<file path="config.mk">
export PLATFORM = sky130hd
export DESIGN_NAME = mmio_uart_lite
export DESIGN_NICKNAME = d
export VERILOG_FILES = /design/src/rtl/mmio_uart_lite.sv
export SDC_FILE = /design/constraint.sdc
export NUM_CORES = 1
export LEC_CHECK = 0
export CAP_MARGIN = 25
export CORE_MARGIN = 1
export CORE_UTILIZATION = 55
export CTS_CLUSTER_DIAMETER = 50
export DETAILED_ROUTE_END_ITERATION = 8
export PLACE_DENSITY = 0.79
export SYNTH_ARGS = -nofsm -noshare
export SYNTH_HDL_FRONTEND = slang
export SYNTH_SLANG_ARGS = --single-unit
</file>
<file path="constraint.sdc">
create_clock -name uncoreclk -period 4.1 [get_ports uncoreclk]
set_input_delay 0.615 -clock uncoreclk [delete_from_list [all_inputs] [get_ports uncoreclk]]
set_output_delay 0.615 -clock uncoreclk [all_outputs]
set_load 0.01 [all_outputs]
</file>
<file path="src/rtl/mmio_uart_lite.sv">
// AXI4-Lite console device: TX/RX byte FIFOs behind a four-register MMIO map,
// with outbound/inbound byte streams and a level interrupt.
module mmio_uart_lite #(
    parameter int unsigned DEPTH      = 16,
    parameter int unsigned ADDR_WIDTH = 32
) (
    input  logic                  uncoreclk,
    input  logic                  uncore_rstn,
    input  logic [ADDR_WIDTH-1:0] s_axilite_awaddr,
    input  logic                  s_axilite_awvalid,
    output logic                  s_axilite_awready,
    input  logic [31:0]           s_axilite_wdata,
    input  logic [3:0]            s_axilite_wstrb,
    input  logic                  s_axilite_wvalid,
    output logic                  s_axilite_wready,
    output logic [1:0]            s_axilite_bresp,
    output logic                  s_axilite_bvalid,
    input  logic                  s_axilite_bready,
    input  logic [ADDR_WIDTH-1:0] s_axilite_araddr,
    input  logic                  s_axilite_arvalid,
    output logic                  s_axilite_arready,
    output logic [31:0]           s_axilite_rdata,
    output logic [1:0]            s_axilite_rresp,
    output logic                  s_axilite_rvalid,
    input  logic                  s_axilite_rready,
    output logic [7:0]            tx_data,
    output logic                  tx_valid,
    input  logic                  tx_ready,
    input  logic [7:0]            rx_data,
    input  logic                  rx_valid,
    output logic                  rx_ready,
    output logic                  intr
);
    localparam int unsigned PW = $clog2(DEPTH);
    localparam int unsigned CW = PW + 1;
    localparam logic [1:0] REG_RX = 2'd0, REG_TX = 2'd1, REG_STAT = 2'd2, REG_CTRL = 2'd3;

    logic          aw_held, w_held, bvalid_n, rvalid_n, aw_held_n, w_held_n;
    logic [1:0]    aw_reg;
    logic [7:0]    wdata_reg;
    logic          wstrb0_reg;
    logic [7:0]    tx_mem [DEPTH];
    logic [7:0]    rx_mem [DEPTH];
    logic [PW-1:0] tx_wr_ptr, tx_rd_ptr, rx_wr_ptr, rx_rd_ptr;
    logic [CW-1:0] tx_count, rx_count, tx_count_n, rx_count_n;
    logic          ien, overrun, tx_done, ien_n, overrun_n, tx_done_n;

    logic          aw_hs, w_hs, ar_hs, wr_fire, wr_strb0, stat_rd;
    logic [1:0]    wr_addr, rd_addr;
    logic [7:0]    wr_data;
    logic          tx_full, tx_empty, rx_full, rx_empty;
    logic          tx_clr, rx_clr, tx_push, tx_pop, rx_push, rx_pop;
    logic [31:0]   stat_val, rd_val;
    logic          unused_bits;

    assign s_axilite_bresp = 2'b00;
    assign s_axilite_rresp = 2'b00;
    assign rx_ready        = 1'b1;
    assign tx_data         = tx_mem[tx_rd_ptr];
    assign unused_bits     = ^{s_axilite_awaddr[ADDR_WIDTH-1:4], s_axilite_awaddr[1:0],
                               s_axilite_araddr[ADDR_WIDTH-1:4], s_axilite_araddr[1:0],
                               s_axilite_wdata[31:8], s_axilite_wstrb[3:1]};

    // Handshakes, register decode and next-state for all control state
    always_comb begin
        aw_hs    = s_axilite_awvalid & s_axilite_awready;
        w_hs     = s_axilite_wvalid & s_axilite_wready;
        ar_hs    = s_axilite_arvalid & s_axilite_arready;
        wr_fire  = (aw_held | aw_hs) & (w_held | w_hs);
        wr_addr  = aw_held ? aw_reg : s_axilite_awaddr[3:2];
        wr_data  = w_held ? wdata_reg : s_axilite_wdata[7:0];
        wr_strb0 = w_held ? wstrb0_reg : s_axilite_wstrb[0];
        rd_addr  = s_axilite_araddr[3:2];

        tx_full  = (tx_count == CW'(DEPTH));
        tx_empty = (tx_count == '0);
        rx_full  = (rx_count == CW'(DEPTH));
        rx_empty = (rx_count == '0);

        // A FIFO clear suppresses any same-cycle push or pop on that FIFO
        tx_clr  = wr_fire & (wr_addr == REG_CTRL) & wr_data[0];
        rx_clr  = wr_fire & (wr_addr == REG_CTRL) & wr_data[1];
        tx_push = wr_fire & (wr_addr == REG_TX) & wr_strb0 & ~tx_full & ~tx_clr;
        tx_pop  = ~tx_empty & tx_ready & ~tx_clr;
        rx_push = rx_valid & ~rx_full & ~rx_clr;
        rx_pop  = ar_hs & (rd_addr == REG_RX) & ~rx_empty & ~rx_clr;
        stat_rd = ar_hs & (rd_addr == REG_STAT);

        tx_count_n = tx_clr ? '0 : tx_count + CW'(tx_push) - CW'(tx_pop);
        rx_count_n = rx_clr ? '0 : rx_count + CW'(rx_push) - CW'(rx_pop);

        ien_n = ien;
        if (wr_fire && wr_addr == REG_CTRL) ien_n = wr_data[4];
        // Sets win over the read-to-clear
        overrun_n = (rx_valid & rx_full) | (overrun & ~stat_rd);
        tx_done_n = (tx_pop & ~tx_push & (tx_count == CW'(1))) | (tx_done & ~stat_rd);

        stat_val = {25'b0, tx_done, overrun, ien, tx_full, tx_empty, rx_full, ~rx_empty};
        rd_val   = '0;
        case (rd_addr)
            REG_RX:   rd_val = rx_empty ? 32'b0 : {24'b0, rx_mem[rx_rd_ptr]};
            REG_STAT: rd_val = stat_val;
            default:  rd_val = '0;
        endcase

        aw_held_n = ~wr_fire & (aw_held | aw_hs);
        w_held_n  = ~wr_fire & (w_held | w_hs);
        bvalid_n  = wr_fire | (s_axilite_bvalid & ~s_axilite_bready);
        rvalid_n  = ar_hs | (s_axilite_rvalid & ~s_axilite_rready);
    end

    // Control state and registered outputs
    always_ff @(posedge uncoreclk) begin
        if (!uncore_rstn) begin
            aw_held           <= 1'b0;
            w_held            <= 1'b0;
            aw_reg            <= '0;
            wdata_reg         <= '0;
            wstrb0_reg        <= 1'b0;
            s_axilite_awready <= 1'b0;
            s_axilite_wready  <= 1'b0;
            s_axilite_bvalid  <= 1'b0;
            s_axilite_arready <= 1'b0;
            s_axilite_rvalid  <= 1'b0;
            s_axilite_rdata   <= '0;
            tx_wr_ptr         <= '0;
            tx_rd_ptr         <= '0;
            rx_wr_ptr         <= '0;
            rx_rd_ptr         <= '0;
            tx_count          <= '0;
            rx_count          <= '0;
            ien               <= 1'b0;
            overrun           <= 1'b0;
            tx_done           <= 1'b0;
            tx_valid          <= 1'b0;
            intr              <= 1'b0;
        end else begin
            aw_held           <= aw_held_n;
            w_held            <= w_held_n;
            if (aw_hs) aw_reg <= s_axilite_awaddr[3:2];
            if (w_hs) begin
                wdata_reg  <= s_axilite_wdata[7:0];
                wstrb0_reg <= s_axilite_wstrb[0];
            end
            s_axilite_awready <= ~aw_held_n & ~bvalid_n;
            s_axilite_wready  <= ~w_held_n & ~bvalid_n;
            s_axilite_bvalid  <= bvalid_n;
            s_axilite_arready <= ~rvalid_n;
            s_axilite_rvalid  <= rvalid_n;
            if (ar_hs) s_axilite_rdata <= rd_val;

            if (tx_clr) begin
                tx_wr_ptr <= '0;
                tx_rd_ptr <= '0;
            end else begin
                if (tx_push) tx_wr_ptr <= tx_wr_ptr + PW'(1);
                if (tx_pop)  tx_rd_ptr <= tx_rd_ptr + PW'(1);
            end
            if (rx_clr) begin
                rx_wr_ptr <= '0;
                rx_rd_ptr <= '0;
            end else begin
                if (rx_push) rx_wr_ptr <= rx_wr_ptr + PW'(1);
                if (rx_pop)  rx_rd_ptr <= rx_rd_ptr + PW'(1);
            end
            tx_count <= tx_count_n;
            rx_count <= rx_count_n;
            ien      <= ien_n;
            overrun  <= overrun_n;
            tx_done  <= tx_done_n;
            tx_valid <= (tx_count_n != '0);
            intr     <= ien_n & ((rx_count_n != '0) | tx_done_n);
        end
    end

    // FIFO storage needs no reset; occupancy is tracked by the counts
    always_ff @(posedge uncoreclk) begin
        if (tx_push) tx_mem[tx_wr_ptr] <= wr_data;
        if (rx_push) rx_mem[rx_wr_ptr] <= rx_data;
    end
endmodule

</file>
# Word-level counts from Yosys, hierarchy flattened
# Memories as Yosys holds them, arrays and structs flattened. A register that Yosys moved wholly into a read port is not among the register bits.
# Cells that the tools add are included.
[totals]
regBits = 81
ramBits = 256
output_inout_bits = 52
elab_cells = 116
mem_count = 2
[op_classes]
n_addsub = 8
n_eq_ne = 6
n_mux = 16
bitwise = 54
reduce_logical = 8
[mem_list]
columns = ["name", "depth", "word_bits", "read_ports", "rd_clocked_by_memory_dff", "write_ports", "line", "text"]
rows = [
  ["rx_mem", 16, 8, 1, 1, 1, "43", "logic [7:0] rx_mem [DEPTH];"],
  ["tx_mem", 16, 8, 1, 1, 1, "42", "logic [7:0] tx_mem [DEPTH];"],
]
[op_table]
columns = ["op", "count"]
rows = [
  ["AND 1 bit", 31],
  ["adder 4 x 1 -> 4 bit (second input constant)", 4],
  ["two-way mux 4 bit", 4],
  ["two-way mux 8 bit", 2],
  ["NOT 1 bit", 16],
  ["case mux 8 bit (2 select lines)", 1],
  ["adder 5 x 1 -> 5 bit", 2],
  ["equality test 5 bit (second input constant)", 2],
  ["zero test 5 bit", 2],
  ["two-way mux 5 bit", 2],
  ["nonzero test 5 bit", 2],
  ["subtractor 5 x 1 -> 5 bit", 2],
  ["bitwise OR 1 bit", 7],
  ["two-way mux 1 bit", 6],
  ["equality test 5 x 1 -> 1 bit (second input constant)", 1],
  ["equality test 2 bit (second input constant)", 2],
  ["OR reduction 2 bit", 2],
  ["equality test 2 x 1 -> 1 bit (second input constant)", 1],
  ["zero test 2 bit", 1],
  ["two-way mux 2 bit", 1],
  ["logical AND 1 bit", 1],
]

# Logic depth before layout (Yosys ltp)
# Gate-level depths: netlist of run 1.
[depth]
word_depth = 13
mapped_depth = 17
depth_no_buf = 16

# Least setup slack after synthesis of run 1
# OpenSTA, ideal clock, no wires.
[synth_path]
path_kind = "input -> register"
startpoint = "input port s_axilite_awaddr[3]"
endpoint = "register tx_valid"
arrival_time_ps = 2851
required_time_ps = 3963
setup_slack_ps = 1112
stages = 15
n_path_buf = 1
path_cell_list = "mux2i_1 > nor3b_2 > and2_1 > buf_2 > inv_1 > ha_1 > inv_1 > ha_1 > inv_1 > fa_1 > inv_1 > a21oi_1 > o21bai_1 > xnor2_1 > a41oi_1"
[synth_via]
elab_chain_cells = 10
word_cells_on_any_way = 15
cone_classes = "add/sub: 2; eq/ne: 2; mux: 2; bitwise: 8; reduce/logical: 1"
[synth_rtl]
columns = ["element", "line", "text"]
rows = [
  ["start: declaration", "9", "input logic [ADDR_WIDTH-1:0] s_axilite_awaddr,"],
  ["two-way mux 2 bit (*)", "70", "wr_addr = aw_held ? aw_reg : s_axilite_awaddr[3:2];"],
  ["equality test 2 x 1 -> 1 bit / equality test 2 bit (equally long branches)", "83, 81", ""],
  ["AND 1 bit (on tied branches) (2 in a row)", "83, 81", ""],
  ["AND 1 bit / NOT 1 bit (equally long branches)", "83, 84", ""],
  ["AND 1 bit", "83", "tx_push = wr_fire & (wr_addr == REG_TX) & wr_strb0 & ~tx_full & ~tx_clr;"],
  ["adder 5 x 1 -> 5 bit", "89", "tx_count_n = tx_clr ? '0 : tx_count + CW'(tx_push) - CW'(tx_pop);"],
  ["subtractor 5 x 1 -> 5 bit", "89", ""],
  ["two-way mux 5 bit (*)", "89", ""],
  ["nonzero test 5 bit (*)", "171", "tx_valid <= (tx_count_n != '0);"],
  ["end signal: assignment", "171", ""],
  ["end: declaration", "27", "output logic tx_valid,"],
]
# Mark *: on every way between the ends. The rest lies on a longest branch, timed or not.
# A chain may end at the register's enable or synchronous reset.

==> metrics.cfg, run 1 <==
[logic_synthesis]
synth_simple_gate_area_share_pct=7.35
yosysWarningCount=0
synthArstFlopShare_pct=0
synthAdderAreaFrac_pct=2.29
synth_top_family_by_area=multiplexers
avgSynthCellArea_um2=16.5
synth_cell_types=58
synth-edff-count=256
synth_compound_area_share_pct=3.19
synth_ff_type=edfxtp_1
synth_mux_area_share_pct=13.9
syn_inst=800
synth_xor_area_share_pct=1.39
synth_seq_cells=321
synth.yosys.seq_area_share_pct=68.1
syn_area_mm2=0.0132

[global_route]
grt.total_usage_pct=22.0
grt_overflow=0
grt_antenna_before_repair=0
grt_pass1_vias=7036
grt_pass1_wl_um=39900
grt_max_degree=33

[worst_setup_path]
path_common_cell=mux4_2
worstSetupStartpointType=flop
crit_chain=buf_12 -> mux4_2 -> mux4_2 -> clkdlybuf4s50_1
crit_family=multiplexers
max_stage_delay_ns=0.68
critPathCaptureType=output pin
cp.arrival_ns=2.99
crit_slowest_cell=dfxtp_2
cp_max_fo=19
path_class=flop to output pin
worst-path-buf-inv=2
cp.required_ns=3.48

[final_layout]
final_cell_area_mm2=0.0153
layout-drive-gt1-share_pct=18.2
final_util_pct=65.0
final_common_cell=edfxtp_1
final_cell_count_no_fill=1236
diodes=0
layout_common_cells=edfxtp_1, dfxtp_1, nor2_1, nand2_1, clkdlybuf4s50_1
syn_to_final_growth_pct=15.6
num-nets-final=1031
largestRegisters=rx_mem: 128 flops, tx_mem: 128 flops
fill_cells=1590

[sta]
relSlewSlack_pct=36.9
worstMarginPinSlew_ns=0.945
hold_ws_ns=0.466
hold_violations=0
fin_crit_ns=3.60
setup_viol=0
rsz0062_at_grt=false
worst_slack_ns=0.497
finalSetupTns_ns=0
skew_ns=0.0198
fin_crit_sh_pct=87.9
clock.fmax_mhz=278
drv_slew=0

[clocking]
htreeDepth=2
tritoncts=built
cts_hold_buf=0
cts-root-buf=clkbuf_16
cts_max_path_buffers=3
postCtsSetupRepairBufs=0
cts_buffers=35
clock_latency_ns=0.51
ctsResizeCount=0
clkTransAtPathRegs_ns=0.06
clkSinkCount=321

[routing]
vias_per_cell=5.61
wl_per_cell_um=20.9
dr.pass1.iters=7
routed_wl_um=25800
ant_nets=0
drt_iter0_markers=527
drc=0
vias=6940

[placement]
dp.cells=1173
pre_cts_slack_ns=0.276
dp_hpwl_um=16900
io_buffers=52
gp_congestion=0.768
placed_area_mm2=0.0141

[status]
status=completed

[floorplanning]
design.core.area_mm2=0.0235
io_pins=169
dieWidth_um=157
die_h_um=157
fp.dieArea_mm2=0.0246
rows=56
start_util_pct=56.2

[power_and_ir_drop]
ir_drop_v=0.000363
power_per_cell_area_mw_per_mm2=537
power.leakage_nw=5.11
p_total_mw=8.20

[worst_hold_path]
min_path_type=flop to flop

[job]
cap_violations=0

## cells in the mapped netlist (all sizes together), types with 3 or more instances
| cell | instances | share of area [%] |
|---|---|---|
| nor4b | 3 | 0.25 |
| xor2 | 12 | 0.80 |
| a22oi | 4 | 0.23 |
| edfxtp | 256 | 58 |
| mux4 | 67 | 12 |
| xnor2 | 9 | 0.60 |
| and2 | 5 | 0.24 |
| nand2b | 8 | 0.38 |
| nor2b | 15 | 0.71 |
| nor3 | 12 | 0.45 |
| o21ai | 6 | 0.23 |
| a21boi | 14 | 0.80 |
| ha | 21 | 2.0 |
| o22ai | 4 | 0.19 |
| and3 | 6 | 0.28 |
| nand4 | 3 | 0.14 |
| mux2i | 9 | 0.68 |
| a21oi | 13 | 0.49 |
| dfxtp | 65 | 9.9 |
| mux2 | 15 | 1.3 |
| clkbuf | 9 | 0.26 |
| nor2 | 62 | 1.8 |
| buf | 56 | 3.0 |
| nand3 | 18 | 0.68 |
| inv | 18 | 0.51 |
| nand2 | 57 | 1.6 |
## worst register-to-register path, cell delays in order, from the launching register on
cell      delay (ns)
dfxtp_1         0.60
a21oi_1         0.21
nor4_4          0.43
nand2_1         0.16
and2_1          0.19
ha_1            0.26
inv_1           0.05
ha_1            0.15
inv_1           0.05
fa_1            0.39
inv_1           0.07
a21oi_1         0.06
o21bai_1        0.19
xnor2_1         0.18
a41oi_1         0.18
## layout make-up
type                    count  area [um2]  area share [%]
repair buffers             92         833            5.46
flip-flops and latches    321        8990            58.9
inverters                  18        67.6           0.443
multi-input cells         423        3820            25.0
well taps                 319         399            2.61
clock buffers              42         945            6.19
clock inverters            21         210            1.38
## routing by layer
metal  wire length (um)  share of wire [%]  global-route usage, %
met3               1490                5.8                   3.94
met5                  0                  0                      0
met4                622                2.4                   7.28
met2              13800                 53                   39.4
met1               9950                 39                   26.9
## power by group
part / internal (mW) / total, mW / leakage, nW / switching (mW)
Sequential: 3.66 / 3.78 / 2.84 / 0.120
Combinational: 0.668 / 1.32 / 1.71 / 0.653
Clock: 1.85 / 3.10 / 0.559 / 1.25
Total: 6.18 / 8.20 / 5.11 / 2.02
## worst paths after layout
check                             startpoint           end  slack (ns)  depth (start not counted)
worst max register to register        w_held      tx_valid        0.75                         14
worst max-delay path                    flop    tx_data[6]        0.50                          4
worst min-delay path            wdata_reg[0]  wdata_reg[0]        0.47                          2
worst min register to register  wdata_reg[0]  wdata_reg[0]        0.47                          2
## logic make-up after synthesis
family                     Yosys count
adders and majority gates           23
DFF                                321
xor gates and xnor gates            21
and+or+nand+nor                    198
other                                2
AOI/OAI and AO/OA                   61
buffers and inverters               83
muxes                               91
No activity file was read; power rests on OpenSTA's default activity.
==> run 2, diff against run 1 <==
--- a/config.mk
+++ b/config.mk
@@ -6,11 +6,14 @@
 export NUM_CORES = 1
 export LEC_CHECK = 0
 export CAP_MARGIN = 25
+export CELL_PAD_IN_SITES_DETAIL_PLACEMENT = 0
+export CELL_PAD_IN_SITES_GLOBAL_PLACEMENT = 1
 export CORE_MARGIN = 1
-export CORE_UTILIZATION = 55
+export CORE_UTILIZATION = 47
 export CTS_CLUSTER_DIAMETER = 50
 export DETAILED_ROUTE_END_ITERATION = 8
-export PLACE_DENSITY = 0.79
+export PLACE_DENSITY_LB_ADDON = 0.1
+export SLEW_MARGIN = 40
 export SYNTH_ARGS = -nofsm -noshare
 export SYNTH_HDL_FRONTEND = slang
 export SYNTH_SLANG_ARGS = --single-unit
==> metrics.cfg, run 2 (synthesis results as in run 1) <==
[status]
status=completed  ; unchanged

[sta]
hold_violations=0  ; unchanged
setup_viol=0  ; unchanged
hold_ws_ns=0.467  ; was 0.466 ns
worstMarginPinSlew_ns=0.832  ; was 0.945 ns
skew_ns=0.0189  ; was 0.0198 ns
worst_slack_ns=0.789  ; was 0.497 ns
rsz0062_at_grt=false  ; unchanged
clock.fmax_mhz=302  ; was 278 MHz
fin_crit_ns=3.31  ; was 3.60 ns
fin_crit_sh_pct=80.8  ; was 87.9%
finalSetupTns_ns=0  ; unchanged
drv_slew=0  ; unchanged
relSlewSlack_pct=44.3  ; was 36.9%

[floorplanning]
fp.dieArea_mm2=0.0288  ; was 0.0246 mm2
rows=60  ; was 56
dieWidth_um=170  ; was 157 um
start_util_pct=48.4  ; was 56.2%
design.core.area_mm2=0.0273  ; was 0.0235 mm2
io_pins=169  ; unchanged
die_h_um=170  ; was 157 um

[routing]
dr.pass1.iters=5  ; was 7
drt_iter0_markers=495  ; was 527
ant_nets=0  ; unchanged
routed_wl_um=26500  ; was 25800 um
vias_per_cell=5.34  ; was 5.61
wl_per_cell_um=20.5  ; was 20.9 um
drc=0  ; unchanged
vias=6901  ; was 6940

[clocking]
cts_buffers=36  ; was 35
cts_hold_buf=0  ; unchanged
clkSinkCount=321  ; unchanged
cts_max_path_buffers=3  ; unchanged
clock_latency_ns=0.51  ; about the same
clkTransAtPathRegs_ns=0.06  ; about the same
ctsResizeCount=0  ; unchanged
tritoncts=built  ; unchanged
htreeDepth=2  ; unchanged
postCtsSetupRepairBufs=0  ; unchanged
cts-root-buf=clkbuf_16  ; unchanged

[final_layout]
layout-drive-gt1-share_pct=18.8  ; was 18.2%
num-nets-final=1035  ; was 1031
final_util_pct=56.5  ; was 65.0%
layout_common_cells=edfxtp_1, nor2_1, dfxtp_1, nand2_1, clkdlybuf4s50_1  ; was edfxtp_1, dfxtp_1, nor2_1, nand2_1, clkdlybuf4s50_1
diodes=0  ; unchanged
final_common_cell=edfxtp_1  ; unchanged
syn_to_final_growth_pct=16.7  ; was 15.6%
largestRegisters=rx_mem: 128 flops, tx_mem: 128 flops  ; unchanged

[worst_hold_path]
min_path_type=flop to flop  ; unchanged
holdPathStages=2  ; unchanged
hold_end=wdata_reg[3]  ; was wdata_reg[0]
hold_start=wdata_reg[3]  ; was wdata_reg[0]

[power_and_ir_drop]
power.leakage_nw=5.15  ; was 5.11 nW
power_per_cell_area_mw_per_mm2=541  ; was 537 mW/mm2
ir_drop_v=0.000358  ; was 0.000363 V

[global_route]
grt_pass1_vias=7124  ; was 7036
grt_pass1_wl_um=40400  ; was 39900 um
grt_max_degree=35  ; was 33
grt_overflow=0  ; unchanged
grt_antenna_before_repair=0  ; unchanged
grt.total_usage_pct=18.9  ; was 22.0%

[worst_setup_path]
reg2reg_from=tx_count[3]  ; was w_held
ff2ff_setup_slack_ns=0.79  ; was 0.75 ns
critPathCaptureType=output pin  ; unchanged
cp_max_fo=32  ; was 19
cp.arrival_ns=2.70  ; was 2.99 ns
r2r_end=tx_valid  ; unchanged
ff2ff_path_depth=16  ; was 14
path_class=flop to output pin  ; unchanged
worstSetupStartpointType=flop  ; unchanged
cp.required_ns=3.48  ; about the same

[placement]
pre_cts_slack_ns=0.353  ; was 0.276 ns
dp_hpwl_um=17900  ; was 16900 um
gp_congestion=0.777  ; was 0.768
io_buffers=52  ; unchanged

[job]
cap_violations=0  ; unchanged

run 2: changes by cell type in the layout (fill, tap and decap cells not counted):
cell,previous run,this run
clkinv_1,5,2
clkinvlp_4,3,1
inv_8,1,0
inv_6,3,2
dfxtp_2,1,3
dfxtp_1,64,62
clkbuf_1,5,8
bufinv_16,3,5
clkbuf_8,0,1
clkinv_8,1,0
buf_4,39,42
clkinv_4,0,3
run 2: worst max-delay path by stage:
stage | end | slack [ns] | depth (start not counted)
2_1_floorplan | tx_valid | 1.11 | 15
3_3_place_gp | tx_valid | 0.37 | 15
3_5_place_dp | tx_valid | 0.35 | 15
4_1_cts | tx_data[4] | 0.73 | 4
5_1_grt | tx_valid | 0.52 | 14
6_report | tx_data[4] | 0.79 | 4
run 2: per-stage QoR:
stage                     std cells  total power [mW]  instance area [um2]
after floorplan                 827              4.79                13300
after global placement         1229              5.16                14200
after detailed placement       1229              5.20                14200
after CTS                      1293              8.43                15400
after global routing           1293              8.68                15400
final                          1293              8.34                15400
run 2: area by class of cell:
cell class	instances	area, um2
Multi-Input combinational cell	423	3820
Inverter	18	67.6
Sequential cell	321	8990
Clock buffer	46	970
Tap cell	372	465
Clock inverter	18	234
Timing Repair Buffer	95	856
Fill cell	2129	11800
run 2: worst max-delay path, cell delays in order, from the launching register on:
cell             delay [ns]
dfxtp_2                0.34
buf_12                 0.26
mux4_2                 0.56
mux4_2                 0.50
clkdlybuf4s50_1        0.51
run 2: where the power goes:
group	internal, mW	total (mW)	switching [mW]
logic	0.674	1.37	0.696
clock network	2.00	3.22	1.23
registers	3.66	3.74	0.0876
total	6.33	8.34	2.01
run 2: per-layer routing:
layer,vias up,track usage [%],part of all wire [%]
li1,3190,-,-
met1,3535,23.4,41
met2,143,34.7,54
met3,33,2.78,3.5
met4,0,4.66,1.5
met5,-,0,0
==> run 3, diff against run 2 <==
--- a/config.mk
+++ b/config.mk
@@ -9,7 +9,7 @@
 export CELL_PAD_IN_SITES_DETAIL_PLACEMENT = 0
 export CELL_PAD_IN_SITES_GLOBAL_PLACEMENT = 1
 export CORE_MARGIN = 1
-export CORE_UTILIZATION = 47
+export CORE_UTILIZATION = 42
 export CTS_CLUSTER_DIAMETER = 50
 export DETAILED_ROUTE_END_ITERATION = 8
 export PLACE_DENSITY_LB_ADDON = 0.1
==> constraint.sdc (replaced) <==
create_clock -name uncoreclk -period 2.8 [get_ports uncoreclk]
set_input_delay 0.42 -clock uncoreclk [delete_from_list [all_inputs] [get_ports uncoreclk]]
set_output_delay 0.42 -clock uncoreclk [all_outputs]
set_load 0.01 [all_outputs]
==> metrics.cfg, run 3 (synthesis results as in run 1) <==
[status]
status=finished, violations left  ; was completed
violations=DRC, setup timing

[clocking]
clock_latency_ns=0.51  ; about the same
cts_buffers=39  ; was 36
cts_hold_buf=0  ; unchanged
cts-root-buf=clkbuf_16  ; unchanged
tritoncts=built  ; unchanged
htreeDepth=2  ; unchanged
clkSinkCount=321  ; unchanged
cts_max_path_buffers=3  ; unchanged
clkTransAtPathRegs_ns=0.05  ; was 0.06 ns

[sta]
setup_viol=5  ; was 0
relSlewSlack_pct=50.3  ; was 44.3%
worst_slack_ns=-0.0254  ; was 0.789 ns
hold_ws_ns=0.270  ; was 0.467 ns
fin_crit_ns=2.83
skew_ns=0.0126  ; was 0.0189 ns
drv_slew=0  ; unchanged
fin_crit_sh_pct=101
clock.fmax_mhz=354
worstMarginPinSlew_ns=0.743  ; was 0.832 ns
hold_violations=0  ; unchanged
rsz0062_at_grt=true  ; was false

[worst_hold_path]
hold_start=s_axilite_awaddr[3]  ; was wdata_reg[3]
min_path_type=input pin to flop  ; was flop to flop

[routing]
wl_per_cell_um=20.2  ; was 20.5 um
dr.pass1.iters=7  ; was 5
routed_wl_um=28000  ; was 26500 um
ant_nets=0  ; unchanged
drt_iter0_markers=459  ; was 495
drc=12  ; was 0
vias_per_cell=5.12  ; was 5.34
vias=7082  ; was 6901

[final_layout]
final_common_cell=edfxtp_1  ; unchanged
final_cell_area_mm2=0.0163  ; was 0.0154 mm2
largestRegisters=rx_mem: 128 flops, tx_mem: 128 flops  ; unchanged
layout_common_cells=edfxtp_1, buf_4, dfxtp_1, nand2_1, nor2_1  ; was edfxtp_1, nor2_1, dfxtp_1, nand2_1, clkdlybuf4s50_1
final_cell_count_no_fill=1382  ; was 1293
syn_to_final_growth_pct=23.6  ; was 16.7%
layout-drive-gt1-share_pct=29.2  ; was 18.8%
num-nets-final=1096  ; was 1035
diodes=0  ; unchanged
fill_cells=2518  ; was 2129

[floorplanning]
rows=64  ; was 60
io_pins=169  ; unchanged
design.core.area_mm2=0.0307  ; was 0.0273 mm2
die_h_um=179  ; was 170 um
fp.dieArea_mm2=0.0321  ; was 0.0288 mm2
dieWidth_um=179  ; was 170 um
start_util_pct=42.9  ; was 48.4%

[power_and_ir_drop]
seqPwrFrac_pct=41.5  ; was 44.9%
swShare_pct=24.9  ; was 24.1%
power.leakage_nw=5.58  ; was 5.15 nW
p_int_mw=9.96  ; was 6.33 mW
clkPwrFrac_pct=37.6  ; was 38.7%
combinationalPowerShare_pct=21.0  ; was 16.4%
ir_drop_v=0.000469  ; was 0.000358 V
p_switching_mw=3.31  ; was 2.01 mW
p_total_mw=13.3  ; was 8.34 mW
power_per_cell_area_mw_per_mm2=814  ; was 541 mW/mm2

[worst_setup_path]
cp.required_ns=2.38  ; was 3.48 ns
path_class=flop to output pin  ; unchanged
critPathCaptureType=output pin  ; unchanged
reg2reg_from=w_held  ; was tx_count[3]
worstSetupStartpointType=flop  ; unchanged
cp.arrival_ns=2.41  ; was 2.70 ns
crit_chain=buf_12 -> buf_12 -> buf_16 -> mux4_2 -> mux4_2 -> buf_6  ; was buf_12 -> mux4_2 -> mux4_2 -> clkdlybuf4s50_1
cp_max_fo=6  ; was 32
max_stage_delay_ns=0.52  ; was 0.56 ns
crit_slowest_cell=mux4_2  ; unchanged

[global_route]
grt_pass1_wl_um=42600  ; was 40400 um
grt_pass1_vias=7267  ; was 7124
grt_overflow=0  ; unchanged
grt_antenna_before_repair=0  ; unchanged
grt_max_degree=33  ; was 35
grt.total_usage_pct=18.0  ; was 18.9%

[placement]
pre_cts_slack_ns=-0.526  ; was 0.353 ns
dp_hpwl_um=19000  ; was 17900 um
dp.cells=1288  ; was 1229
io_buffers=52  ; unchanged
gp_congestion=0.762  ; was 0.777
placed_area_mm2=0.0145  ; was 0.0142 mm2

[job]
cap_violations=0  ; unchanged

run 3: what timing repair did:
item,4_1_cts,5_1_grt
buffers inserted,12,11
setup endpoints to repair,11,33
cloned,3,0
pin swaps,13,18
resized for setup,60,30
run 3: area by class of cell:
class / count / area, um2 / area share (%)
clock buffers: 45 / 1040 / 6.38
clock inverters: 26 / 268 / 1.64
inverters: 18 / 67.6 / 0.414
multi-input cells: 423 / 4020 / 24.7
flip-flops and latches: 321 / 9000 / 55.2
well taps: 396 / 495 / 3.04
repair buffers: 153 / 1410 / 8.66
run 3: power by group through the flow:
stage | sequential (mW) | combinational, mW | clock, mW
global placement | 5.56 | 2.26 | 0
finish | 5.50 | 2.78 | 4.99
global route | 5.52 | 3.02 | 5.31
CTS | 5.50 | 2.71 | 5.11
detailed placement | 5.57 | 2.32 | 0
floorplan | 5.55 | 1.47 | 0
run 3: worst paths after layout:
kind | endpoint | slack (ns) | cells after the start
min reg2reg | s_axilite_rdata[0] | 0.46 | 2
max reg2reg | tx_valid | 0.12 | 15
max | tx_data[5] | -0.03 | 6
min | aw_reg[1] | 0.27 | 3
run 3: critical path, delay by kind of cell (launching register included):
kind	cells	cell delay, ns
buffers and inverters	4	0.50
DFF	1	0.39
muxes	2	1.01
run 3: layer usage:
layer  part of all wire (%)  routed length [um]  vias up  GRT usage (%)
met1                     42               11900     3571           22.8
met3                    3.5                 970       45           2.80
met4                    2.5                 693        0           5.25
met5                      0                   0        -              0
li1                       -                   -     3326              -
met2                     52               14400      140           31.6
run 3: stage by stage:
| step | TNS [ns] | utilization [%] |
|---|---|---|
| 2_1_floorplan | 0 | - |
| 3_3_place_gp | -23.87 | 47.2 |
| 3_5_place_dp | -10.42 | 47.3 |
| 4_1_cts | -0.242 | 52.5 |
| 5_1_grt | -0.429 | 53.0 |
| 6_report | -0.0668 | 53.0 |
